--- src/rtl/ex_operand_stage_pkg.sv ---
// ============================================================================
// ex_operand_stage_pkg : shared CPU constants for the EX operand stage
// Rev 1.0 : initial release
// ============================================================================
`default_nettype none

package ex_operand_stage_pkg;

  localparam int CPU_DATA_W = 16;
  localparam int CPU_RA_W   = 4;

  typedef enum logic [2:0] {
    OP_ADD = 3'b000,
    OP_LHB = 3'b001,
    OP_SUB = 3'b010,
    OP_AND = 3'b011,
    OP_NOR = 3'b100,
    OP_SLL = 3'b101,
    OP_SRL = 3'b110,
    OP_SRA = 3'b111
  } alu_op_e;

  // Field values loaded into ID/EX when a bubble is inserted
  localparam logic       NOP_VALID = 1'b0;
  localparam logic       NOP_WE    = 1'b0;
  localparam logic       NOP_ALUOP = 1'b0;
  localparam logic [2:0] NOP_CTRL  = OP_ADD;

endpackage

`default_nettype wire

--- src/rtl/ex_operand_stage_fwd_mux.sv ---
// ============================================================================
// fwd_mux : per-operand forwarding selector (r0 -> 0, EX/MEM over MEM/WB)
// Rev 1.0 : initial release
// ============================================================================
`default_nettype none

module fwd_mux
  import ex_operand_stage_pkg::*;
#(
  parameter int DATA_W = CPU_DATA_W,
  parameter int RA_W   = CPU_RA_W
) (
  input  logic [RA_W-1:0]   addr,
  input  logic [DATA_W-1:0] reg_val,
  input  logic              exmem_we,
  input  logic [RA_W-1:0]   exmem_rd_addr,
  input  logic [DATA_W-1:0] exmem_result,
  input  logic              memwb_we,
  input  logic [RA_W-1:0]   memwb_rd_addr,
  input  logic [DATA_W-1:0] memwb_result,
  output logic [DATA_W-1:0] value
);

  always_comb begin
    value = reg_val;
    if (addr == '0) begin
      value = '0;
    end else if (exmem_we && (exmem_rd_addr == addr)) begin
      value = exmem_result;
    end else if (memwb_we && (memwb_rd_addr == addr)) begin
      value = memwb_result;
    end
  end

endmodule

`default_nettype wire

--- src/rtl/ex_operand_stage.sv ---
// ============================================================================
// ex_operand_stage : ID/EX register, operand forwarding and ALU flag register
// Rev 1.0 : initial release
// ============================================================================
`default_nettype none

module ex_operand_stage
  import ex_operand_stage_pkg::*;
#(
  parameter int DATA_W = CPU_DATA_W,
  parameter int RA_W   = CPU_RA_W
) (
  input  logic              clk,
  input  logic              rst_n,
  input  logic              hold,
  input  logic              bubble,
  input  logic              id_valid,
  input  logic [RA_W-1:0]   id_rs_addr,
  input  logic [RA_W-1:0]   id_rt_addr,
  input  logic [DATA_W-1:0] id_rs_data,
  input  logic [DATA_W-1:0] id_rt_data,
  input  logic [RA_W-1:0]   id_rd_addr,
  input  logic              id_we,
  input  logic [2:0]        id_ctrl,
  input  logic [3:0]        id_shamt,
  input  logic              id_aluOp,
  input  logic              id_use_imm,
  input  logic [DATA_W-1:0] id_imm,
  input  logic              exmem_we,
  input  logic [RA_W-1:0]   exmem_rd_addr,
  input  logic [DATA_W-1:0] exmem_result,
  input  logic              memwb_we,
  input  logic [RA_W-1:0]   memwb_rd_addr,
  input  logic [DATA_W-1:0] memwb_result,
  input  logic              alu_ov,
  input  logic              alu_zr,
  input  logic              alu_ne,
  output logic [DATA_W-1:0] src0,
  output logic [DATA_W-1:0] src1,
  output logic [2:0]        ctrl,
  output logic [3:0]        shamt,
  output logic              aluOp,
  output logic              old_ov,
  output logic              old_zr,
  output logic              old_ne,
  output logic              ex_valid,
  output logic              ex_we,
  output logic [RA_W-1:0]   ex_rd_addr
);

  logic              valid_q,   valid_d;
  logic [RA_W-1:0]   rs_addr_q, rs_addr_d;
  logic [RA_W-1:0]   rt_addr_q, rt_addr_d;
  logic [DATA_W-1:0] rs_val_q,  rs_val_d;
  logic [DATA_W-1:0] rt_val_q,  rt_val_d;
  logic [RA_W-1:0]   rd_q,      rd_d;
  logic              we_q,      we_d;
  logic [2:0]        ctrl_q,    ctrl_d;
  logic [3:0]        shamt_q,   shamt_d;
  logic              aluop_q,   aluop_d;
  logic              use_imm_q, use_imm_d;
  logic [DATA_W-1:0] imm_q,     imm_d;
  logic              ov_q, ov_d, zr_q, zr_d, ne_q, ne_d;

  logic [DATA_W-1:0] rs_fwd, rt_fwd;
  logic [DATA_W-1:0] rs_cap, rt_cap;

  fwd_mux #(.DATA_W(DATA_W), .RA_W(RA_W)) u_fwd_rs (
    .addr(rs_addr_q), .reg_val(rs_val_q),
    .exmem_we(exmem_we), .exmem_rd_addr(exmem_rd_addr), .exmem_result(exmem_result),
    .memwb_we(memwb_we), .memwb_rd_addr(memwb_rd_addr), .memwb_result(memwb_result),
    .value(rs_fwd)
  );

  fwd_mux #(.DATA_W(DATA_W), .RA_W(RA_W)) u_fwd_rt (
    .addr(rt_addr_q), .reg_val(rt_val_q),
    .exmem_we(exmem_we), .exmem_rd_addr(exmem_rd_addr), .exmem_result(exmem_result),
    .memwb_we(memwb_we), .memwb_rd_addr(memwb_rd_addr), .memwb_result(memwb_result),
    .value(rt_fwd)
  );

  // The register file writes MEM/WB in this same cycle, so its read data is stale
  assign rs_cap = (memwb_we && (memwb_rd_addr == id_rs_addr) && (id_rs_addr != '0))
                ? memwb_result : id_rs_data;
  assign rt_cap = (memwb_we && (memwb_rd_addr == id_rt_addr) && (id_rt_addr != '0))
                ? memwb_result : id_rt_data;

  always_comb begin
    valid_d   = valid_q;
    rs_addr_d = rs_addr_q;
    rt_addr_d = rt_addr_q;
    rs_val_d  = rs_val_q;
    rt_val_d  = rt_val_q;
    rd_d      = rd_q;
    we_d      = we_q;
    ctrl_d    = ctrl_q;
    shamt_d   = shamt_q;
    aluop_d   = aluop_q;
    use_imm_d = use_imm_q;
    imm_d     = imm_q;
    ov_d      = ov_q;
    zr_d      = zr_q;
    ne_d      = ne_q;

    if (hold) begin
      // Latch forwarded values so a producer retiring during the stall is kept
      rs_val_d = rs_fwd;
      rt_val_d = rt_fwd;
    end else begin
      if (valid_q) begin
        ov_d = alu_ov;
        zr_d = alu_zr;
        ne_d = alu_ne;
      end
      if (bubble) begin
        valid_d   = NOP_VALID;
        rs_addr_d = '0;
        rt_addr_d = '0;
        rs_val_d  = '0;
        rt_val_d  = '0;
        rd_d      = '0;
        we_d      = NOP_WE;
        ctrl_d    = NOP_CTRL;
        shamt_d   = '0;
        aluop_d   = NOP_ALUOP;
        use_imm_d = 1'b0;
        imm_d     = '0;
      end else begin
        valid_d   = id_valid;
        rs_addr_d = id_rs_addr;
        rt_addr_d = id_rt_addr;
        rs_val_d  = rs_cap;
        rt_val_d  = rt_cap;
        rd_d      = id_rd_addr;
        we_d      = id_we;
        ctrl_d    = id_ctrl;
        shamt_d   = id_shamt;
        aluop_d   = id_aluOp;
        use_imm_d = id_use_imm;
        imm_d     = id_imm;
      end
    end
  end

  always_ff @(posedge clk or negedge rst_n) begin
    if (!rst_n) begin
      valid_q   <= 1'b0;
      rs_addr_q <= '0;
      rt_addr_q <= '0;
      rs_val_q  <= '0;
      rt_val_q  <= '0;
      rd_q      <= '0;
      we_q      <= 1'b0;
      ctrl_q    <= '0;
      shamt_q   <= '0;
      aluop_q   <= 1'b0;
      use_imm_q <= 1'b0;
      imm_q     <= '0;
      ov_q      <= 1'b0;
      zr_q      <= 1'b0;
      ne_q      <= 1'b0;
    end else begin
      valid_q   <= valid_d;
      rs_addr_q <= rs_addr_d;
      rt_addr_q <= rt_addr_d;
      rs_val_q  <= rs_val_d;
      rt_val_q  <= rt_val_d;
      rd_q      <= rd_d;
      we_q      <= we_d;
      ctrl_q    <= ctrl_d;
      shamt_q   <= shamt_d;
      aluop_q   <= aluop_d;
      use_imm_q <= use_imm_d;
      imm_q     <= imm_d;
      ov_q      <= ov_d;
      zr_q      <= zr_d;
      ne_q      <= ne_d;
    end
  end

  assign src0       = rs_fwd;
  assign src1       = use_imm_q ? imm_q : rt_fwd;
  assign ctrl       = ctrl_q;
  assign shamt      = shamt_q;
  assign aluOp      = valid_q & aluop_q;
  assign ex_we      = valid_q & we_q;
  assign ex_valid   = valid_q;
  assign ex_rd_addr = rd_q;
  assign old_ov     = ov_q;
  assign old_zr     = zr_q;
  assign old_ne     = ne_q;

endmodule

`default_nettype wire

--- config.mk ---
export PLATFORM = sky130hd
export DESIGN_NAME = ex_operand_stage
export DESIGN_NICKNAME = d
export VERILOG_FILES = /design/src/rtl/ex_operand_stage_pkg.sv /design/src/rtl/ex_operand_stage_fwd_mux.sv /design/src/rtl/ex_operand_stage.sv
export SDC_FILE = /design/constraint.sdc
export NUM_CORES = 1
export LEC_CHECK = 0
export ABC_AREA = 1
export ABC_CLOCK_PERIOD_IN_PS = 1890
export BUFFER_PORTS_ARGS = -buffer_cell sky130_fd_sc_hd__buf_2
export CAP_MARGIN = 30
export CORE_MARGIN = 2
export CORE_UTILIZATION = 38
export DETAILED_ROUTE_END_ITERATION = 7
export GPL_ROUTABILITY_DRIVEN = 0
export GPL_TIMING_DRIVEN = 0
export PLACE_DENSITY = 0.61
export SETUP_SLACK_MARGIN = 0.3
export SLEW_MARGIN = 30
export SYNTH_ARGS = -nofsm -noshare
export SYNTH_HDL_FRONTEND = slang
export SYNTH_HIERARCHICAL = 1
export SYNTH_SLANG_ARGS = --single-unit
--- constraint.sdc ---
create_clock -name clk -period 1.89 [get_ports clk]
set_clock_uncertainty 0.05 [all_clocks]
set_input_delay 0 -clock clk [delete_from_list [all_inputs] [get_ports clk]]
set_output_delay 0 -clock clk [all_outputs]
set_load 0.02 [all_outputs]
; Word level (Yosys, flattened, before mapping)
; Index checks and enable logic that the tools add are counted.
[totals]
regBits = 74
output_inout_bits = 49
inputBits = 120
word_cells = 60
[op_classes]
n_eq_ne = 6
reduce_logical = 13
bitwise_logic = 3
muxes = 23
[ops]
columns = op, n
row1 = 16-bit 2-to-1 mux, 14
row2 = 4-bit == test, 6
row3 = 4-bit 2-to-1 mux, 4
row4 = 1-bit logical AND, 8
row5 = 4-bit zero test, 2
row6 = 4-bit nonzero test, 2
row7 = 1-bit 2-to-1 mux, 4
row8 = 3-bit 2-to-1 mux, 1
row9 = 1-bit bitwise AND, 2
row10 = 2-bit AND reduction, 1
row11 = 1-bit NOT, 1

; Longest topological paths before layout
; Gate-level depths: netlist of the first run.
[depth]
depth_word = 6
mapped_depth = 12

; Hierarchy
; The synthesis of the first run kept the hierarchy.
[modules_own_cells]
columns = mod, n_inst, area_each_um2, cells_per_inst
row1 = ex_operand_stage, 1, 3773.6, 478
row2 = fwd_mux, 2, 792.0, 157

; Worst setup path before layout of the first run
; No wires, ideal clock.
[synth_timing]
path_type = register -> register
startpoint = reg rs_addr_q[2]
endpoint = reg rs_val_q[10]
slack_ns = 0.260
n_path_buf = 1
setup_time_ns = 0.117
path_stages_with_launch = 12
arrival_ns = 1.462
cell_sequence = dfrtp_1 -> nor2_1 -> nor2_4 -> nor2_8 -> nand3_4 -> buf_6 -> nand2_2 -> nand3_1 -> nand2_1 -> inv_1 -> nand2_1 -> nand2_1
[synth_between]
elab_chain_cells = 6
elab_cells_between_ends = 9
[synth_lines]
columns = element, line
row1 = start: declaration, ex_operand_stage.sv:52  ; logic [RA_W-1:0] rs_addr_q, rs_addr_d;
row2 = start signal: assignment, ex_operand_stage.sv:164  ; rs_addr_q <= rs_addr_d;
row3 = 4-bit == test, ex_operand_stage_fwd_mux.sv:30  ; end else if (memwb_we && (memwb_rd_addr == addr)) begin
row4 = 1-bit logical AND, ex_operand_stage_fwd_mux.sv:30
row5 = 16-bit 2-to-1 mux, ex_operand_stage_fwd_mux.sv:30
row6 = 16-bit 2-to-1 mux, ex_operand_stage_fwd_mux.sv:28  ; end else if (exmem_we && (exmem_rd_addr == addr)) begin
row7 = 16-bit 2-to-1 mux (*), ex_operand_stage_fwd_mux.sv:26  ; if (addr == '0) begin
row8 = net src0[10], ex_operand_stage.sv:38  ; output logic [DATA_W-1:0] src0,
row9 = 16-bit 2-to-1 mux (*), ex_operand_stage.sv:105  ; if (hold) begin
row10 = net rs_val_d[10], ex_operand_stage.sv:54  ; logic [DATA_W-1:0] rs_val_q, rs_val_d;
row11 = end signal: assignment, ex_operand_stage.sv:166  ; rs_val_q <= rs_val_d;
row12 = end: declaration, ex_operand_stage.sv:54
; The timed path passes the listed nets; every way through them passes the cells marked *.
; A chain may end at the register's enable or synchronous reset.

; Worst setup path after layout of the first run
[layout_timing]
startpoint = reg rt_addr_q[2]
endpoint = reg rt_val_q[7]
[layout_between]
elab_chain_cells = 6
elab_cells_between_ends = 9
[layout_lines]
columns = element, line
row1 = start: declaration, ex_operand_stage.sv:53  ; logic [RA_W-1:0] rt_addr_q, rt_addr_d;
row2 = start signal: assignment, ex_operand_stage.sv:165  ; rt_addr_q <= rt_addr_d;
row3 = 4-bit == test, ex_operand_stage_fwd_mux.sv:30
row4 = 1-bit logical AND, ex_operand_stage_fwd_mux.sv:30
row5 = 16-bit 2-to-1 mux, ex_operand_stage_fwd_mux.sv:30
row6 = 16-bit 2-to-1 mux, ex_operand_stage_fwd_mux.sv:28
row7 = 16-bit 2-to-1 mux (*), ex_operand_stage_fwd_mux.sv:26
row8 = net rt_fwd[7], ex_operand_stage.sv:65  ; logic [DATA_W-1:0] rs_fwd, rt_fwd;
row9 = 16-bit 2-to-1 mux (*), ex_operand_stage.sv:105
row10 = net rt_val_d[7], ex_operand_stage.sv:55  ; logic [DATA_W-1:0] rt_val_q, rt_val_d;
row11 = end signal: assignment, ex_operand_stage.sv:167  ; rt_val_q <= rt_val_d;
row12 = end: declaration, ex_operand_stage.sv:55
; Marks and branches as above.

==> flow_summary.ini, run 1 <==
[routing]
routedWlPerCell_um = 15.4
viasPerCell = 4.91
drc = 0
vias = 6299
antenna_left = 0
drt_wl_total_mm = 19.7
drt_iter0_markers = 527
drt-pass1-iter-count = 8

[floorplanning]
fp.dieH_um = 123
rows = 43
io_pins = 169
start_util_pct = 38.7
die_area_um2 = 15100
design.core.area_um2 = 13800
die_w_um = 123

[sta]
fmax_mhz = 481
slew_headroom_pct = 57.1
setup_slack_ns = -0.189
fin_crit_sh_pct = 110
rsz0062_at_grt = true
min_period_ns = 2.08
setup-violations-final = 21
worstMarginPinSlew_ns = 0.643
finalMaxSlewViolations = 0
hold_violations = 0

[clock_tree]
cts_tree = yes
clk_pin_slew_ns = 0.06
clock_latency_ns = 0.35
htree_levels = 3
numCtsBuffers = 9
cts_buffer_depth = 2
clock-sinks = 74
cts_root_buffer = clkbuf_16

[synth]
ys_seq_area_share_pct = 34.6
syn-num-nets = 912
async_reset_ff_share_pct = 100
synth.distinct_cells = 24
syn_area_um2 = 5360
synthTopCellsByArea = dfrtp_1, nand2_1, inv_1, nand4_1, nand3_1
netlist_instances = 792
synth.top_cell.area_share_pct = 34.6
yosys_most_used_dff = dfrtp_1
avgSynthCellArea_um2 = 6.76
synth_area_leader_cell = dfrtp_1
synth_seq_cells = 74
synth_edf_count = 0
yosysWarnings = 6

[global_routing]
grt_usage_pct = 26.1
grt_pass1_vias = 6123
grt.overflow.total = 0
grt_max_degree = 42
grt_pass1_wl_mm = 30.3
antenna_found_initial = 0

[power_and_ir_drop]
powerDensity_nw_per_um2 = 640
total_leakage_power_nw = 4.84
peakVddDrop_uv = 461
p_total_mw = 5.68

[place]
pre_cts_ws_ns = 0.0398
dp_hpwl_mm = 13.2
place_inst = 1141
port_buffers = 168

[run]
drv_cap = 0

[setup_path]
ff2ff_path_depth = 15
r2r_start = rt_addr_q[2]$_DFFE_PN0N_
r2r_slack_ns = -0.19
reg2reg_to = rt_val_q[7]$_DFF_PN0_
max_stage_delay_ns = 0.46
slowest_stage = dfrtp_2
cp_data_required_time_ns = 2.08
cp_max_fo = 7
end_kind = flip-flop
arrival_ns = 2.27
crit_chain = nor2_4 > nor2_4 > nor2_8 > nand3_4 > buf_16 > nand2_4 > nand3_2 > nand2_2 > inv_2 > buf_4 > buf_6 > buf_6 > buf_6 > nand2_2 > nand2_2
path_class = flip-flop to flip-flop
cp-start-kind = flip-flop

[min_path]
worstHoldEndpoint = imm_q[4]$_DFFE_PN0N_
whs_path_depth = 3
hp-class = primary input to flip-flop
hp-start = hold

[layout]
nets = 1219
mostFrequentLayoutCell = nand2_1
insertedDiodeCount = 0
final_util_pct = 64.2
syn_to_final_growth_pct = 65.7
fin_cells = 1284
drive_above_1_share_pct = 44.9
most-common-layout-cells = nand2_1, buf_2, inv_1

[status]
violations = setup timing
status = complete, but fails checks
## registers in the layout, summed over array words and instances, names as in the netlist
register    cells
ctrl            3
shamt           4
ex_valid        1
rs_addr_q       4
ex_rd_addr      4
old_ov          1
imm_q          16
rs_val_q       16
rt_addr_q       4
rt_val_q       16
old_zr          1
we_q            1
aluop_q         1
old_ne          1
use_imm_q       1
## kinds of logic after synthesis
kind of cell | count (synthesis) | share of synthesized area (%)
multiplexers | 3 | 0.631
AND/OR/NAND/NOR | 485 | 44.7
XOR/XNOR | 2 | 0.327
flip-flops | 74 | 34.6
AO/OA/AOI/OAI | 57 | 6.31
buffers and inverters | 171 | 13.5
## cells in the mapped netlist, types with 3 or more instances
cell type and count:
a22o_1 14, buf_2 21, buf_4 6, buf_6 4, clkbuf_1 9, clkinv_1 4, dfrtp_1 74, inv_1 117
inv_2 10, mux2_2 3, nand2_1 229, nand2_2 31, nand3_1 64, nand3_4 4, nand4_1 64, nor2_1 74
nor2_4 5, nor2_8 6, o21ai_0 43
## per-layer routing
| layer | share of wire, % | wire length (um) | vias up | global-route usage, % |
|---|---|---|---|---|
| met2 | 49 | 9670 | 236 | 43.5 |
| met5 | 0 | 0 | - | 0 |
| met1 | 43 | 8390 | 2901 | 33.8 |
| met4 | 2.3 | 455 | 0 | 8.41 |
| li1 | - | - | 3121 | - |
| met3 | 6.2 | 1220 | 41 | 5.20 |
## worst max-delay path by stage
stage,start,endpoint,slack [ns]
finish,rt_addr_q[2]$_DFFE_PN0N_,rt_val_q[7]$_DFF_PN0_,-0.19
global route,rt_addr_q[2]$_DFFE_PN0N_,src1[2],-0.30
CTS,rt_addr_q[2]$_DFFE_PN0N_,src1[4],-0.17
detailed placement,rt_addr_q[0]$_DFFE_PN0N_,src1[12],0.04
global placement,rt_addr_q[0]$_DFFE_PN0N_,src1[12],0.06
floorplan,rs_addr_q[0]$_DFFE_PN0N_,rs_val_q[10]$_DFF_PN0_,0.29
## critical path, delay by kind of cell, from the launching register on
| kind | cells | cell delay [ns] |
|---|---|---|
| simple gates | 9 | 0.81 |
| buf+inv | 6 | 0.64 |
| flops | 1 | 0.46 |
## what timing repair did
action | in CTS | in global routing
gates cloned | 8 | 1
pin swaps | 62 | 57
hold endpoints to repair | 148 | 0
resized for setup | 229 | 90
setup endpoints to repair | 64 | 64
buffers inserted | 30 | 9
hold buffers | 79 | 0
## layout make-up
class,instances,area [um^2]
Clock inverter,6,50.0
Fill cell,1209,4950
Inverter,131,495
Multi-Input combinational cell,547,3370
Clock buffer,10,229
Buffer,40,303
Timing Repair Buffer,296,2350
Sequential cell,74,1860
Tap cell,180,225
## stage by stage
step | cell area, um^2 | setup TNS, ns | hold WS [ns]
after floorplan | 5360 | 0 | -0.346
after global placement | 6430 | 0 | 0.158
after detailed placement | 6460 | 0 | -0.0676
after CTS | 8520 | -2.37 | 0.00125
after global routing | 8880 | -5.53 | 0.0291
final | 8880 | -2.60 | 0.00309
## power breakdown
part	internal, mW	switching, mW
sequential	1.74	0.101
combinational	0.988	1.19
clock	0.904	0.758
total	3.63	2.05
Power figures use the tool's default switching activity.
==> run 2: changes to the inputs <==
- ABC_AREA: 1 -> 0
- PLACE_DENSITY: 0.61 -> 0.62
==> run 2 against run 1 <==
  * The run ends with hold timing, setup timing left
  * Die area fell by 5.6%
  * Fmax fell by 15%
  * Core utilization rose by 4.7 points
  * Wire length rose by 7.0%
  * Synthesized cell count fell by 37%
  * Highest routed layer unchanged
==> flow_summary.ini, run 2 <==
[synth]
synth.top_cell.area_share_pct = 36.7
yosys_most_used_dff = dfrtp_1
synth_seq_cells = 74
synth_area_leader_cell = dfrtp_1
async_reset_ff_share_pct = 100
yosysWarnings = 6
synth.distinct_cells = 37
ys_seq_area_share_pct = 36.7
syn-num-nets = 619
yosysMostFrequentCell = dfrtp_1
syn_area_um2 = 5050
synth_edf_count = 0
synthTopCellsByCount = dfrtp_1, nand2_1, o31ai_1
netlist_instances = 499
avgSynthCellArea_um2 = 10.1
synthTopCellsByArea = dfrtp_1, o31ai_1, a22o_1, o311ai_0, o211ai_2

[clock_tree]
cts_tree = yes
clock-sinks = 74
htree_levels = 3
clock_latency_ns = 0.34
cts_root_buffer = clkbuf_16
cts_buffer_depth = 2
clk_pin_slew_ns = 0.07
numCtsBuffers = 9

[setup_path]
critPathBufInv = 2
max_stage_delay_ns = 0.44
cp_max_fo = 8
arrival_ns = 2.40
crit_chain = nor2b_4 > or3_4 > buf_8 > o31ai_1 > a31oi_2 > mux2_4 > buf_2
path_class = flip-flop to output port
slowest_stage = dfrtp_2
cp_data_required_time_ns = 1.84
cp-start-kind = flip-flop
end_kind = output port
path_delay_family = simple AND/OR/NAND/NOR gates

[global_routing]
grt.overflow.total = 0
grt_pass1_vias = 6141
grt_max_degree = 49
grt_pass1_wl_mm = 32.2
grt_usage_pct = 28.9
antenna_found_initial = 0

[floorplanning]
fp.dieH_um = 119
die_area_um2 = 14200
design.core.area_um2 = 13100
start_util_pct = 38.6
die_w_um = 119
io_pins = 169
rows = 42

[layout]
top_regs = imm_q (16), rs_val_q (16), rt_val_q (16)
most-common-layout-cells = buf_2, dlygate4sd3_1, dfrtp_1
final_util_pct = 68.9
finalInstanceArea_um2 = 9010
syn_to_final_growth_pct = 78.5
nFillCells = 958
nets = 928
mostFrequentLayoutCell = buf_2
drive_above_1_share_pct = 52.9
fin_cells = 989
insertedDiodeCount = 0

[routing]
drc = 0
drt-pass1-iter-count = 6
drt_iter0_markers = 586
drt_wl_total_mm = 21.1
routedWlPerCell_um = 21.3
viasPerCell = 6.02
vias = 5953
antenna_left = 0

[sta]
whs_ns = -0.00270
worstMarginPinSlew_ns = 0.720
min_period_ns = 2.45
setup_slack_ns = -0.559
fin_crit_sh_pct = 130
fmax_mhz = 408
rsz0062_at_grt = true
hold_violations = 1
slew_headroom_pct = 52.0
finalMaxSlewViolations = 0
setup-violations-final = 63

[power_and_ir_drop]
peakVddDrop_uv = 348
p_sw_mw = 2.19
total_leakage_power_nw = 3.66
powerDensity_nw_per_um2 = 665
pwr-share-clk_pct = 27.4
power_frac_seq_pct = 30.9
p_total_mw = 5.99
pwr-share-comb_pct = 41.7
p_int_mw = 3.80
swShare_pct = 36.5

[place]
port_buffers = 168
pre_cts_ws_ns = -0.252
place_inst = 844
dp_hpwl_mm = 14.1
placed_area_um2 = 6520

[status]
violations = hold timing, setup timing
status = complete, but fails checks

[run]
drv_cap = 0

[min_path]
hp-class = primary input to flip-flop
run 2: cell types whose count changed in the layout (fill, tap and decap cells not counted), sizes merged, moves of 39 or more:
| cell | change |
|---|---|
| nand2 | -206 |
| inv | -124 |
| nor2 | -86 |
| nand3 | -66 |
| o31ai | +64 |
| o21ai | -39 |
run 2: final timing paths:
check                                         start                        to  slack [ns]  cells after the start
min in group asynchronous                     rst_n    rs_val_q[11]$_DFF_PN0_        0.08                      2
setup reg to reg           rs_addr_q[1]$_DFFE_PN0N_    rs_val_q[13]$_DFF_PN0_       -0.24                     10
hold / removal                      memwb_result[3]     rs_val_q[3]$_DFF_PN0_      -0.003                      3
setup / recovery           rt_addr_q[3]$_DFFE_PN0N_                   src1[0]       -0.56                      7
hold reg to reg                shamt[0]$_DFFE_PN0N_      shamt[0]$_DFFE_PN0N_        0.46                      1
max in group asynchronous                     rst_n  rt_addr_q[3]$_DFFE_PN0N_        1.11                      3
run 2: layer usage:
metal  wire length, um  GRT usage [%]  part of all wire [%]
met5                 0              0                     0
met4               949           13.5                   4.5
met3              1410           4.17                   6.7
met2             10300           48.6                    49
met1              8460           36.5                    40
run 2: cells by family (layout without fill, tap and decap cells):
| family | Yosys count | count (layout) | synth area share [%] |
|---|---|---|---|
| DFF | 74 | 74 | 36.7 |
| buffers and inverters | 59 | 373 | 6.30 |
| and+or+nand+nor | 124 | 124 | 13.3 |
| muxes | 19 | 19 | 4.24 |
| AOI/OAI and AO/OA | 205 | 205 | 35.9 |
| xor gates and xnor gates | 18 | 18 | 3.57 |
run 2: per-stage QoR:
step	TNS, ns	hold slack (ns)
6_report	-16.58	-0.00270
5_1_grt	-19.42	0.00903
4_1_cts	-14.92	0.00251
3_5_place_dp	-5.19	-0.0912
3_3_place_gp	-4.64	0.165
2_1_floorplan	-0.138	-0.346
run 2: power by group through the flow:
stage / Clock (mW) / Combinational (mW) / Sequential [mW]
2_1_floorplan: 0 / 1.08 / 1.88
3_3_place_gp: 0 / 1.65 / 1.85
3_5_place_dp: 0 / 1.68 / 1.86
4_1_cts: 1.65 / 2.29 / 1.84
5_1_grt: 1.73 / 2.62 / 1.86
6_report: 1.64 / 2.50 / 1.85
run 2: final cells by class:
cell class	instances	area [um^2]	area share (%)
clock buffers	9	225	2.50
flip-flops and latches	74	1860	20.7
well taps	176	220	2.44
multi-input cells	366	3890	43.2
repair buffers	298	2320	25.7
plain buffers	55	428	4.75
inverters	4	15.0	0.167
clock inverters	7	52.6	0.583
run 2: worst register-to-register path, cell delays in order (launching register included):
cell and delay, ns:
dfrtp_2 0.41, nor2b_4 0.13, or3_4 0.36, buf_6 0.14, buf_12 0.12, buf_16 0.14
o31ai_4 0.21, a31oi_4 0.14, buf_6 0.14, nand2_2 0.05, o211ai_2 0.09
run 2: repair_timing:
| item | CTS | global route |
|---|---|---|
| hold buffers | 81 | 0 |
| setup buffers | 32 | 12 |
| resized for setup | 160 | 47 |
| gates cloned | 4 | 0 |
| endpoints found under the setup margin | 64 | 65 |
| pin swaps | 26 | 13 |
| hold endpoints to repair | 148 | 0 |
==> run 3: changes to the inputs <==
- RECOVER_POWER: default -> 50
- SLEW_MARGIN: 30 -> 10
==> run 3 against run 2 <==
  * The flow finishes with violations (setup timing)
  * Non-clock buffer count rose by 9
  * Core utilization rose by 2.4 points
  * Power rose by 1.9%
  * Fmax rose by 0.66%
  * Final cell count rose by 0.91%
  * Setup slack improved by 0.016 ns
  * Flip-flop and latch count did not move
  * Global-route usage rose by 1.5 points
  * Clock power barely moved
  * Die area did not move
  * Wire length rose by 1.1%
  * Hold slack improved by 0.025 ns
  * Largest cell class unchanged
==> flow_summary.ini, run 3 (synthesized netlist as in run 2, its figures left out) <==
[status]
status = complete, but fails checks
violations = setup timing

[global_routing]
grt_usage_pct = 30.3
grt.overflow.total = 0
grt_max_degree = 55
grt_pass1_vias = 6218
antenna_found_initial = 0
grt_pass1_wl_mm = 33.5

[place]
pre_cts_ws_ns = -0.238
port_buffers = 168
dp_hpwl_mm = 14.1

[setup_path]
crit_chain = nor2b_4 > or3_4 > buf_8 > buf_16 > o31ai_4 > a31oi_4 > mux2_4 > buf_6
r2r_slack_ns = -0.26
critPathBufInv = 3
slowest_stage = dfrtp_2
cp_data_required_time_ns = 1.84
end_kind = output port
max_stage_delay_ns = 0.41
cp_max_fo = 5
arrival_ns = 2.38
reg2reg_to = rt_val_q[12]$_DFF_PN0_
path_delay_family = simple AND/OR/NAND/NOR gates
cp-start-kind = flip-flop
ff2ff_path_depth = 10
path_class = flip-flop to output port
r2r_start = rt_addr_q[3]$_DFFE_PN0N_

[routing]
drt_iter0_markers = 472
drt-pass1-iter-count = 5
vias = 5883
routedWlPerCell_um = 21.4
antenna_left = 0
drt_wl_total_mm = 21.3
drc = 0
viasPerCell = 5.89

[layout]
nFillCells = 923
nets = 937
top_regs = imm_q (16), rs_val_q (16), rt_val_q (16)
drive_above_1_share_pct = 53.9
insertedDiodeCount = 0
mostFrequentLayoutCell = buf_2
syn_to_final_growth_pct = 84.6
final_util_pct = 71.2
most-common-layout-cells = buf_2, dlygate4sd3_1, dfrtp_1

[power_and_ir_drop]
total_leakage_power_nw = 3.75
power_frac_seq_pct = 30.4
powerDensity_nw_per_um2 = 655
peakVddDrop_uv = 387
pwr-share-clk_pct = 26.8
p_sw_mw = 2.21
pwr-share-comb_pct = 42.8
swShare_pct = 36.2
p_total_mw = 6.11
p_int_mw = 3.90

[run]
drv_cap = 0

[sta]
whs_ns = 0.0221
setup_slack_ns = -0.543
min_period_ns = 2.43
fin_crit_sh_pct = 129
setup-violations-final = 64
worstMarginPinSlew_ns = 1.27
fin_tns_setup_ns = -15.10
hold_violations = 0
fmax_mhz = 411
rsz0062_at_grt = true
finalMaxSlewViolations = 0
slew_headroom_pct = 15.6

[clock_tree]
clock-sinks = 74
clk_pin_slew_ns = 0.06
numCtsBuffers = 9
cts_buffer_depth = 2
htree_levels = 3
clock_latency_ns = 0.34
cts_root_buffer = clkbuf_16
cts_tree = yes

[floorplanning]
fp.dieH_um = 119
start_util_pct = 38.6
io_pins = 169
die_area_um2 = 14200
rows = 42
design.core.area_um2 = 13100
die_w_um = 119

[min_path]
hp-start = memwb_result[13]
hp-class = primary input to flip-flop
worstHoldEndpoint = rs_val_q[13]$_DFF_PN0_
whs_path_depth = 3
[run 3: cell count changes in the layout (fill, tap and decap cells not counted), moves of 3 or more]
cell,before,now
xnor2_2,6,9
buf_6,40,49
a31oi_4,18,27
dlygate4sd3_1,81,86
clkbuf_2,4,1
o31ai_1,22,15
buf_2,149,146
buf_4,42,37
o31ai_2,11,17
a31oi_2,12,5
clkbuf_4,0,3
[run 3: power by group through the flow]
| stage | Combinational (mW) | Clock, mW | Sequential [mW] |
|---|---|---|---|
| after floorplan | 1.08 | 0 | 1.88 |
| after global placement | 1.65 | 0 | 1.85 |
| after detailed placement | 1.68 | 0 | 1.86 |
| after CTS | 2.43 | 1.65 | 1.85 |
| after global routing | 2.75 | 1.74 | 1.87 |
| final | 2.61 | 1.64 | 1.86 |
[run 3: layout make-up]
| cell class | count | area, um^2 | area share [%] |
|---|---|---|---|
| Tap cell | 176 | 220 | 2.36 |
| Inverter | 4 | 15.0 | 0.161 |
| Sequential cell | 74 | 1860 | 20.0 |
| Timing Repair Buffer | 307 | 2440 | 26.2 |
| Buffer | 55 | 453 | 4.86 |
| Clock inverter | 6 | 40.0 | 0.430 |
| Multi-Input combinational cell | 366 | 4050 | 43.4 |
| Clock buffer | 10 | 239 | 2.56 |
[run 3: timing repair]
item                                    in CTS  in global routing
cloned                                       5                  0
pin swaps                                   36                 13
resized for setup                          211                 35
endpoints found under the setup margin      64                 64
hold buffers                                86                  0
buffers inserted                            30                 17
endpoints found under the hold margin      148                  0
[run 3: how the worst max path moves through the flow]
stage	slack, ns	from	cells past startpoint	end
floorplan	-0.02	rs_addr_q[3]$_DFFE_PN0N_	8	rs_val_q[10]$_DFF_PN0_
global placement	-0.23	rt_addr_q[2]$_DFFE_PN0N_	8	src1[5]
CTS	-0.52	rt_addr_q[1]$_DFFE_PN0N_	8	src1[8]
global route	-0.58	rt_addr_q[1]$_DFFE_PN0N_	8	src1[9]
detailed placement	-0.24	rt_addr_q[2]$_DFFE_PN0N_	8	src1[7]
finish	-0.54	rt_addr_q[1]$_DFFE_PN0N_	8	src1[9]
[run 3: per-stage QoR]
stage          instances  cell area, um^2
3_5_place_dp         844             6520
5_1_grt              998             9320
4_1_cts              981             9070
3_3_place_gp         843             6490
2_1_floorplan        499             5430
6_report             998             9320
[run 3: metal layers]
metal	part of all wire [%]	GRT usage, %	vias to the layer above
met4	4.8	15.5	0
li1	-	-	2655
met5	0	0	-
met1	41	37.4	2903
met2	49	51.0	261
met3	5.4	5.17	64
[run 3: worst register-to-register path, cell delays in order (launching register included)]
cell and delay (ns):
dfrtp_2 0.43, buf_4 0.16, or4_1 0.50, buf_6 0.16
buf_6 0.16, o31ai_2 0.10, a31oi_4 0.08, buf_6 0.14
buf_6 0.10, nand2_2 0.06, o211ai_2 0.08
